**src/rtl/fetch_stage.sv**
```systemverilog
// rtl/fetch_stage.sv - RV32I fetch stage: PC, single outstanding imem request, one-entry decode slot
module fetch_stage #(
  parameter logic [31:0] RESET_PC  = 32'h0000_0000,
  parameter logic [31:0] NOP_INSTR = 32'h0000_0013
) (
  input  logic        clk,
  input  logic        rst_n,
  output logic        ImemReqValid,
  input  logic        ImemReqReady,
  output logic [31:0] ImemAddr,
  input  logic        ImemRespValid,
  input  logic [31:0] ImemRespData,
  input  logic        PCSrc,
  input  logic [31:0] PCE,
  input  logic [31:0] ImmOp,
  output logic        InstrValid,
  input  logic        InstrReady,
  output logic [31:0] InstrD,
  output logic [31:0] PCD,
  output logic [31:0] PCPlus4D
);

  localparam logic ST_REQ  = 1'b0;
  localparam logic ST_WAIT = 1'b1;

  logic        state;
  logic [31:0] pc;
  logic [31:0] inflight_pc;
  logic        drop;
  logic        slot_free;
  logic        req_fire;
  logic        resp_load;
  logic [31:0] redirect_pc;

  assign slot_free    = !InstrValid || InstrReady;
  assign ImemReqValid = rst_n && (state == ST_REQ) && slot_free && !PCSrc;
  assign ImemAddr     = pc;
  assign req_fire     = ImemReqValid && ImemReqReady;
  assign resp_load    = (state == ST_WAIT) && ImemRespValid && !drop && !PCSrc;
  assign redirect_pc  = (PCE + ImmOp) & 32'hFFFF_FFFC;

  always_ff @(posedge clk or negedge rst_n) begin
    if (!rst_n) begin
      state       <= ST_REQ;
      pc          <= RESET_PC;
      inflight_pc <= RESET_PC;
      drop        <= 1'b0;
    end else begin
      if (PCSrc) begin
        pc <= redirect_pc;
      end else if (req_fire) begin
        pc <= pc + 32'd4;
      end
      if (req_fire) begin
        inflight_pc <= pc;
      end
      if (state == ST_REQ) begin
        if (req_fire) begin
          state <= ST_WAIT;
        end
      end else begin
        // Any response retires the outstanding request; a redirect without one marks it stale.
        if (ImemRespValid) begin
          state <= ST_REQ;
          drop  <= 1'b0;
        end else if (PCSrc) begin
          drop <= 1'b1;
        end
      end
    end
  end

  always_ff @(posedge clk or negedge rst_n) begin
    if (!rst_n) begin
      InstrValid <= 1'b0;
      InstrD     <= NOP_INSTR;
      PCD        <= 32'h0;
      PCPlus4D   <= 32'h0;
    end else if (PCSrc) begin
      InstrValid <= 1'b0;
      InstrD     <= NOP_INSTR;
    end else if (resp_load) begin
      InstrValid <= 1'b1;
      InstrD     <= ImemRespData;
      PCD        <= inflight_pc;
      PCPlus4D   <= inflight_pc + 32'd4;
    end else if (InstrValid && InstrReady) begin
      InstrValid <= 1'b0;
    end
  end

endmodule

```
**config.mk**
```make
export PLATFORM = sky130hd
export DESIGN_NAME = fetch_stage
export DESIGN_NICKNAME = d
export VERILOG_FILES = /design/src/rtl/fetch_stage.sv
export SDC_FILE = /design/constraint.sdc
export NUM_CORES = 1
export LEC_CHECK = 0
export BUFFER_PORTS_ARGS = -buffer_cell sky130_fd_sc_hd__buf_2
export CAP_MARGIN = 20
export CORE_MARGIN = 5
export CORE_UTILIZATION = 45
export DETAILED_ROUTE_END_ITERATION = 6
export PLACE_DENSITY = 0.74
export SLEW_MARGIN = 20
export SYNTH_ARGS = -nofsm -noshare
export SYNTH_HDL_FRONTEND = slang
export SYNTH_SLANG_ARGS = --single-unit
```
**constraint.sdc**
```tcl
create_clock -name clk -period 6.22 [get_ports clk]
set_input_delay 1.555 -clock clk [delete_from_list [all_inputs] [get_ports clk]]
set_output_delay 1.555 -clock clk [all_outputs]
set_load 0.01 [all_outputs]
```
==> results of run 1 <==
==> cell families after synthesis <==
logic type / after synthesis / synth area share (%)
other: 1 / 0.0454
muxes: 4 / 0.499
and+or+nand+nor: 404 / 21.6
xor gates and xnor gates: 72 / 7.63
AOI/OAI and AO/OA: 192 / 15.6
DFF: 155 / 47.0
buffers and inverters: 55 / 2.80
adders and majority gates: 32 / 4.84
==> where the power goes <==
group / switching [mW] / total [mW] / internal [mW]
clock: 0.401 / 1.04 / 0.640
combinational: 0.533 / 0.939 / 0.406
sequential: 0.256 / 1.53 / 1.28
total: 1.19 / 3.51 / 2.32
==> final cells by class <==
type | instances | area share (%)
multi-input cells | 710 | 41.1
flip-flops and latches | 155 | 38.1
repair buffers | 233 | 11.7
clock buffers | 21 | 4.42
well taps | 229 | 2.81
clock inverters | 11 | 1.40
inverters | 12 | 0.442
==> worst min-delay path by stage <==
stage | from | to | slack (ns) | depth (start not counted)
floorplan | inflight_pc[31] | PCD[31] | 0.48 | 2
global placement | PCD[2] | PCD[2] | 0.45 | 2
detailed placement | PCD[23] | PCD[23] | 0.46 | 2
CTS | PCD[23] | PCD[23] | 0.47 | 2
global route | PCD[18] | PCD[18] | 0.50 | 2
finish | PCD[13] | PCD[13] | 0.47 | 2
==> metal layers <==
layer	up-vias	global-route usage, %	routed length [µm]
met1	3388	28.4	10200
met2	237	31.6	9700
met5	-	0	0
met4	0	5.64	241
li1	3579	-	-
met3	18	5.85	1520
==> cells in the mapped netlist (all sizes together) (4+ instances only) <==
master,n,area share [%]
a22o,29,3.1
nor3,11,0.67
o21a,7,0.64
nand2,263,12
nor2,42,1.9
o21ai,54,3.3
a211oi,5,0.45
and4,10,1.1
buf,11,0.80
a21o,9,0.82
o22a,4,0.42
o21bai,5,0.45
nand4,13,1.1
a21oi,49,3.2
inv,11,0.50
xnor2,34,3.6
and3,16,1.2
o22ai,6,0.53
a221oi,4,0.50
ha,32,4.8
nand3,23,1.5
clkbuf,32,1.5
and2,7,0.53
xor2,38,4.0
dfrtp,152,46
==> registers in the layout, summed over array words and instances (netlist names) <==
| signal | flops |
|---|---|
| PCPlus4D | 30 |
| PCD | 30 |
| drop | 1 |
| InstrValid | 1 |
| inflight_pc | 30 |
| InstrD | 32 |
| state | 1 |
| ImemAddr | 30 |
==> critical path, cell delays in order <==
cell	delay (ns)
buf_2	0.07
buf_4	0.40
nor2_1	0.14
and3_1	0.21
buf_2	0.14
==> flow_summary.ini, run 1 <==
[layout]
multiInputGateArea_um2 = 4190
register_area_um2 = 3880
utilization_pct = 56.5
num_antenna_cells = 0
layout-drive-gt1-share_pct = 24.4
nets = 1263
syn_to_final_growth_pct = 23.2
instances_no_fill = 1371
final_common_cell = nand2_1
fillers = 1680
design_area_um2 = 10200
most-common-layout-cells = nand2_1 (262), buf_2 (224), dfrtp_1 (152), o21ai_0 (47), a21oi_1 (46)

[timing]
fin_ws_ns = 2.13
finalCritPeriodShare_pct = 65.7
worst-slew-pin-transition_ns = 0.779
maxSlewHeadroom_pct = 48.1
maxSlewViolCount = 0
fmax_mhz = 245
fin_hold_ws_ns = 0.467
rsz0062_at_grt = no
final.setup_skew_ns = 0.0122
setup_viol = 0
min_period_ns = 4.09
finalHoldViolCount = 0
tns_ns = 0

[critical_path]
crit_fanout = 47
endpoint = ImemReqValid
crit_arrival_ns = 2.53
rrSetupSlack_ns = 3.84
critPathLaunchType = input port
worstPathRequired_ns = 4.66
r2r-start = state
crit_start = PCSrc
worstSetupPathType = in -> out
reg2reg_to = ImemAddr[30]
reg2reg_depth = 9
worstSetupEndpointType = output port

[clock_tree]
clock-root-buffer = clkbuf_16
h-tree-depth = 4
clk_pin_slew_ns = 0.06
clock_latency_ns = 0.43
ctsResizeCount = 0
cts_hold_buf = 0
cts_tree = done
cts_setup_buffers = 0
cts_sinks = 155
cts_buffers = 17
cts_buffer_depth = 2

[yosys]
async_reset_ff_share_pct = 100
synth_cells = 915
yosysSeqAreaShare_pct = 47.0
synth-edff-count = 0
syn_area_per_cell_um2 = 9.03
ys_ff_latch = 155
ys_warn_count = 0
synth_flop_cell = dfrtp_1
synth.cell_area_um2 = 8270
synth_cell_types = 64

[placement]
gp_congestion = 0.879
dpl_cell_area_um2 = 9590
placed_cells_incl_taps = 1339
hpwl_mm = 16.3
io_buffers = 225
dp_slack_ns = 2.11

[grt]
grt_pass1_wl_mm = 36.3
grt_overflow = 0
antenna_found_initial = 0
grt_max_degree = 72
first_global_vias = 7033
track_usage_pct = 20.5

[floorplan]
initial_core_util_pct = 45.9
rows = 49
die_area_um2 = 21200
fp.dieW_um = 146
io_pins = 232
chipHeight_um = 146
core_um2 = 18000

[power]
ir_drop_mv = 0.232
leakagePower_nw = 5.20
power.density_nw_per_um2 = 345
report.power.total_mw = 3.51

[detailed_routing]
wire_per_inst_um = 15.8
firstDrtPassIters = 5
drc = 0
num_vias = 7222
drtIter0Drc = 461
routed_wl_mm = 21.6
ant_nets = 0
vias_per_cell = 5.27

[job]
cap_violations = 0

[min_path]
hold_path.class = reg -> reg

[run_status]
status = completed
(Power assumes the default switching activity.)
==> inputs of run 2 (changes only) <==
--- a/config.mk
+++ b/config.mk
@@ -10,7 +10,7 @@
 export CORE_MARGIN = 5
 export CORE_UTILIZATION = 45
 export DETAILED_ROUTE_END_ITERATION = 6
-export PLACE_DENSITY = 0.74
+export PLACE_DENSITY = 0.77
 export SLEW_MARGIN = 20
 export SYNTH_ARGS = -nofsm -noshare
 export SYNTH_HDL_FRONTEND = slang
==> constraint.sdc (replaced) <==
create_clock -name clk -period 3.54 [get_ports clk]
set_input_delay 0.885 -clock clk [delete_from_list [all_inputs] [get_ports clk]]
set_output_delay 0.885 -clock clk [all_outputs]
set_load 0.01 [all_outputs]
==> run 2 against run 1 <==
Against the previous run:
- first-iteration DRC count is 19% lower
- cell area is 0.16% higher
- non-clock buffer count is 3 higher
- clock power is 70% higher
- cell count is 0.22% higher
- sequential share of layout area is 0.061 points lower
- count of clock-buffer cells in the layout is 1 higher
- sequential power is 76% higher
- wire length is 1.9% higher
==> flow_summary.ini, run 2 (same netlist as run 1, synthesis figures left out) <==
[power]
power.density_nw_per_um2 = 600
p_int_mw = 4.04
report.power.total_mw = 6.12
power_switching_share_pct = 34.1
ir_drop_mv = 0.325
p_seq_share_pct = 44.0
clockPowerShare_pct = 28.9
power.switching_mw = 2.09
leakagePower_nw = 5.21
pwr-share-comb_pct = 27.1

[detailed_routing]
firstDrtPassIters = 5
ant_nets = 0
drtIter0Drc = 374
vias_per_cell = 5.31
routed_wl_mm = 22.1
drc = 0
num_vias = 7290
wire_per_inst_um = 16.1

[critical_path]
crit_slowest_cell = or4b_1
worstSetupPathType = in -> reg
r2r-start = ImemAddr[2]
worstSetupEndpointType = register
critPathLaunchType = input port
rrSetupSlack_ns = 1.18
worstPathRequired_ns = 3.84
crit_start = PCE[5]
critPathMaxStageDelay_ns = 0.45
reg2reg_to = ImemAddr[28]
path_cells = buf_2 -> ha_1 -> a211oi_1 -> o21a_1 -> o32ai_1 -> o2111ai_1 -> nand3b_2 -> a21oi_2 -> or4b_1 -> o311a_1
endpoint = ImemAddr[31]
crit_fanout = 5
reg2reg_depth = 9
crit_arrival_ns = 3.17

[clock_tree]
ctsResizeCount = 0
cts_buffers = 17
cts_sinks = 155
cts_tree = done
clock_latency_ns = 0.42
clk_pin_slew_ns = 0.06
h-tree-depth = 4
cts_setup_buffers = 0
cts_buffer_depth = 2
cts_hold_buf = 0
clock-root-buffer = clkbuf_16

[placement]
gp_congestion = 0.956
io_buffers = 225
dpl_cell_area_um2 = 9620
hpwl_mm = 16.7

[layout]
multiInputGateArea_um2 = 4180
register_area_um2 = 3880
nets = 1266
layout-drive-gt1-share_pct = 24.6
design_area_um2 = 10200
num_antenna_cells = 0
final_common_cell = nand2_1
largest_register_ffs = 32
top_register = InstrD
fillers = 1652
most-common-layout-cells = nand2_1 (262), buf_2 (224), dfrtp_1 (152), o21ai_0 (47), a21oi_1 (46)
syn_to_final_growth_pct = 23.4

[floorplan]
rows = 49
initial_core_util_pct = 45.9
core_um2 = 18000
die_area_um2 = 21200
chipHeight_um = 146
fp.dieW_um = 146
io_pins = 232

[timing]
min_period_ns = 2.87
fmax_mhz = 349
final.setup_skew_ns = 0.0109
rsz0062_at_grt = no
finalHoldViolCount = 0
maxSlewHeadroom_pct = 46.5
worst-slew-pin-transition_ns = 0.795
setup_viol = 0
tns_ns = 0
maxSlewViolCount = 0
finalCritPeriodShare_pct = 81.1

[run_status]
status = completed

[min_path]
hold_path.class = reg -> reg

[grt]
track_usage_pct = 20.8
grt_pass1_wl_mm = 36.8
grt_overflow = 0
antenna_found_initial = 1
first_global_vias = 7263
grt_max_degree = 83

[job]
cap_violations = 0
==> run 2: changes by cell type in the layout (fill, tap and decap cells not counted), sizes merged <==
cell | previous run | this run
buf | 233 | 236
bufinv | 3 | 2
clkbuf | 21 | 22
clkinv | 6 | 5
clkinvlp | 2 | 3
==> run 2: worst min path at each step <==
stage                     cells after the start       startpoint  slack [ns]     endpoint
after CTS                                     2           PCD[5]        0.48       PCD[5]
after floorplan                               2  inflight_pc[31]        0.48      PCD[31]
after detailed placement                      2           PCD[5]        0.46       PCD[5]
after global routing                          2           PCD[6]        0.49       PCD[6]
final                                         2      PCPlus4D[5]        0.47  PCPlus4D[5]
after global placement                        2      PCPlus4D[5]        0.45  PCPlus4D[5]
==> run 2: layout make-up <==
| type | instances | share of cell area (%) |
|---|---|---|
| clock buffers | 22 | 4.55 |
| inverters | 12 | 0.442 |
| well taps | 229 | 2.81 |
| flip-flops and latches | 155 | 38.1 |
| multi-input cells | 710 | 41.0 |
| clock inverters | 10 | 1.13 |
| repair buffers | 236 | 12.0 |
==> run 2: critical path: cells and delay by family <==
kind / cells / cell delay (ns)
fa+ha+maj: 1 / 0.36
buf+inv: 1 / 0.10
compound gates: 6 / 1.19
simple gates: 2 / 0.64
==> run 2: layer usage <==
metal | GRT usage (%) | routed length [µm]
met5 | 0 | 12
met4 | 6.58 | 430
met3 | 5.51 | 1570
met2 | 32.2 | 10000
met1 | 28.8 | 10000
==> run 2: power groups by stage <==
stage / clock network (mW) / registers (mW) / logic [mW]
final: 1.77 / 2.69 / 1.66
after detailed placement: 0 / 2.72 / 1.67
after CTS: 1.82 / 2.70 / 1.68
after global placement: 0 / 2.69 / 1.64
after floorplan: 0 / 2.78 / 0.805
after global routing: 1.89 / 2.77 / 1.87
==> run 2: through the flow <==
stage / hold slack (ns) / utilization (%) / worst slack [ns] / std cells
6_report: 0.473 / 56.6 / 0.671 / 1374
3_3_place_gp: 0.450 / 53.4 / 0.300 / 1342
3_5_place_dp: 0.462 / 53.4 / 0.238 / 1342
5_1_grt: 0.488 / 56.6 / 0.538 / 1374
2_1_floorplan: 0.482 / - / 0.619 / 920
4_1_cts: 0.477 / 56.6 / 0.687 / 1374
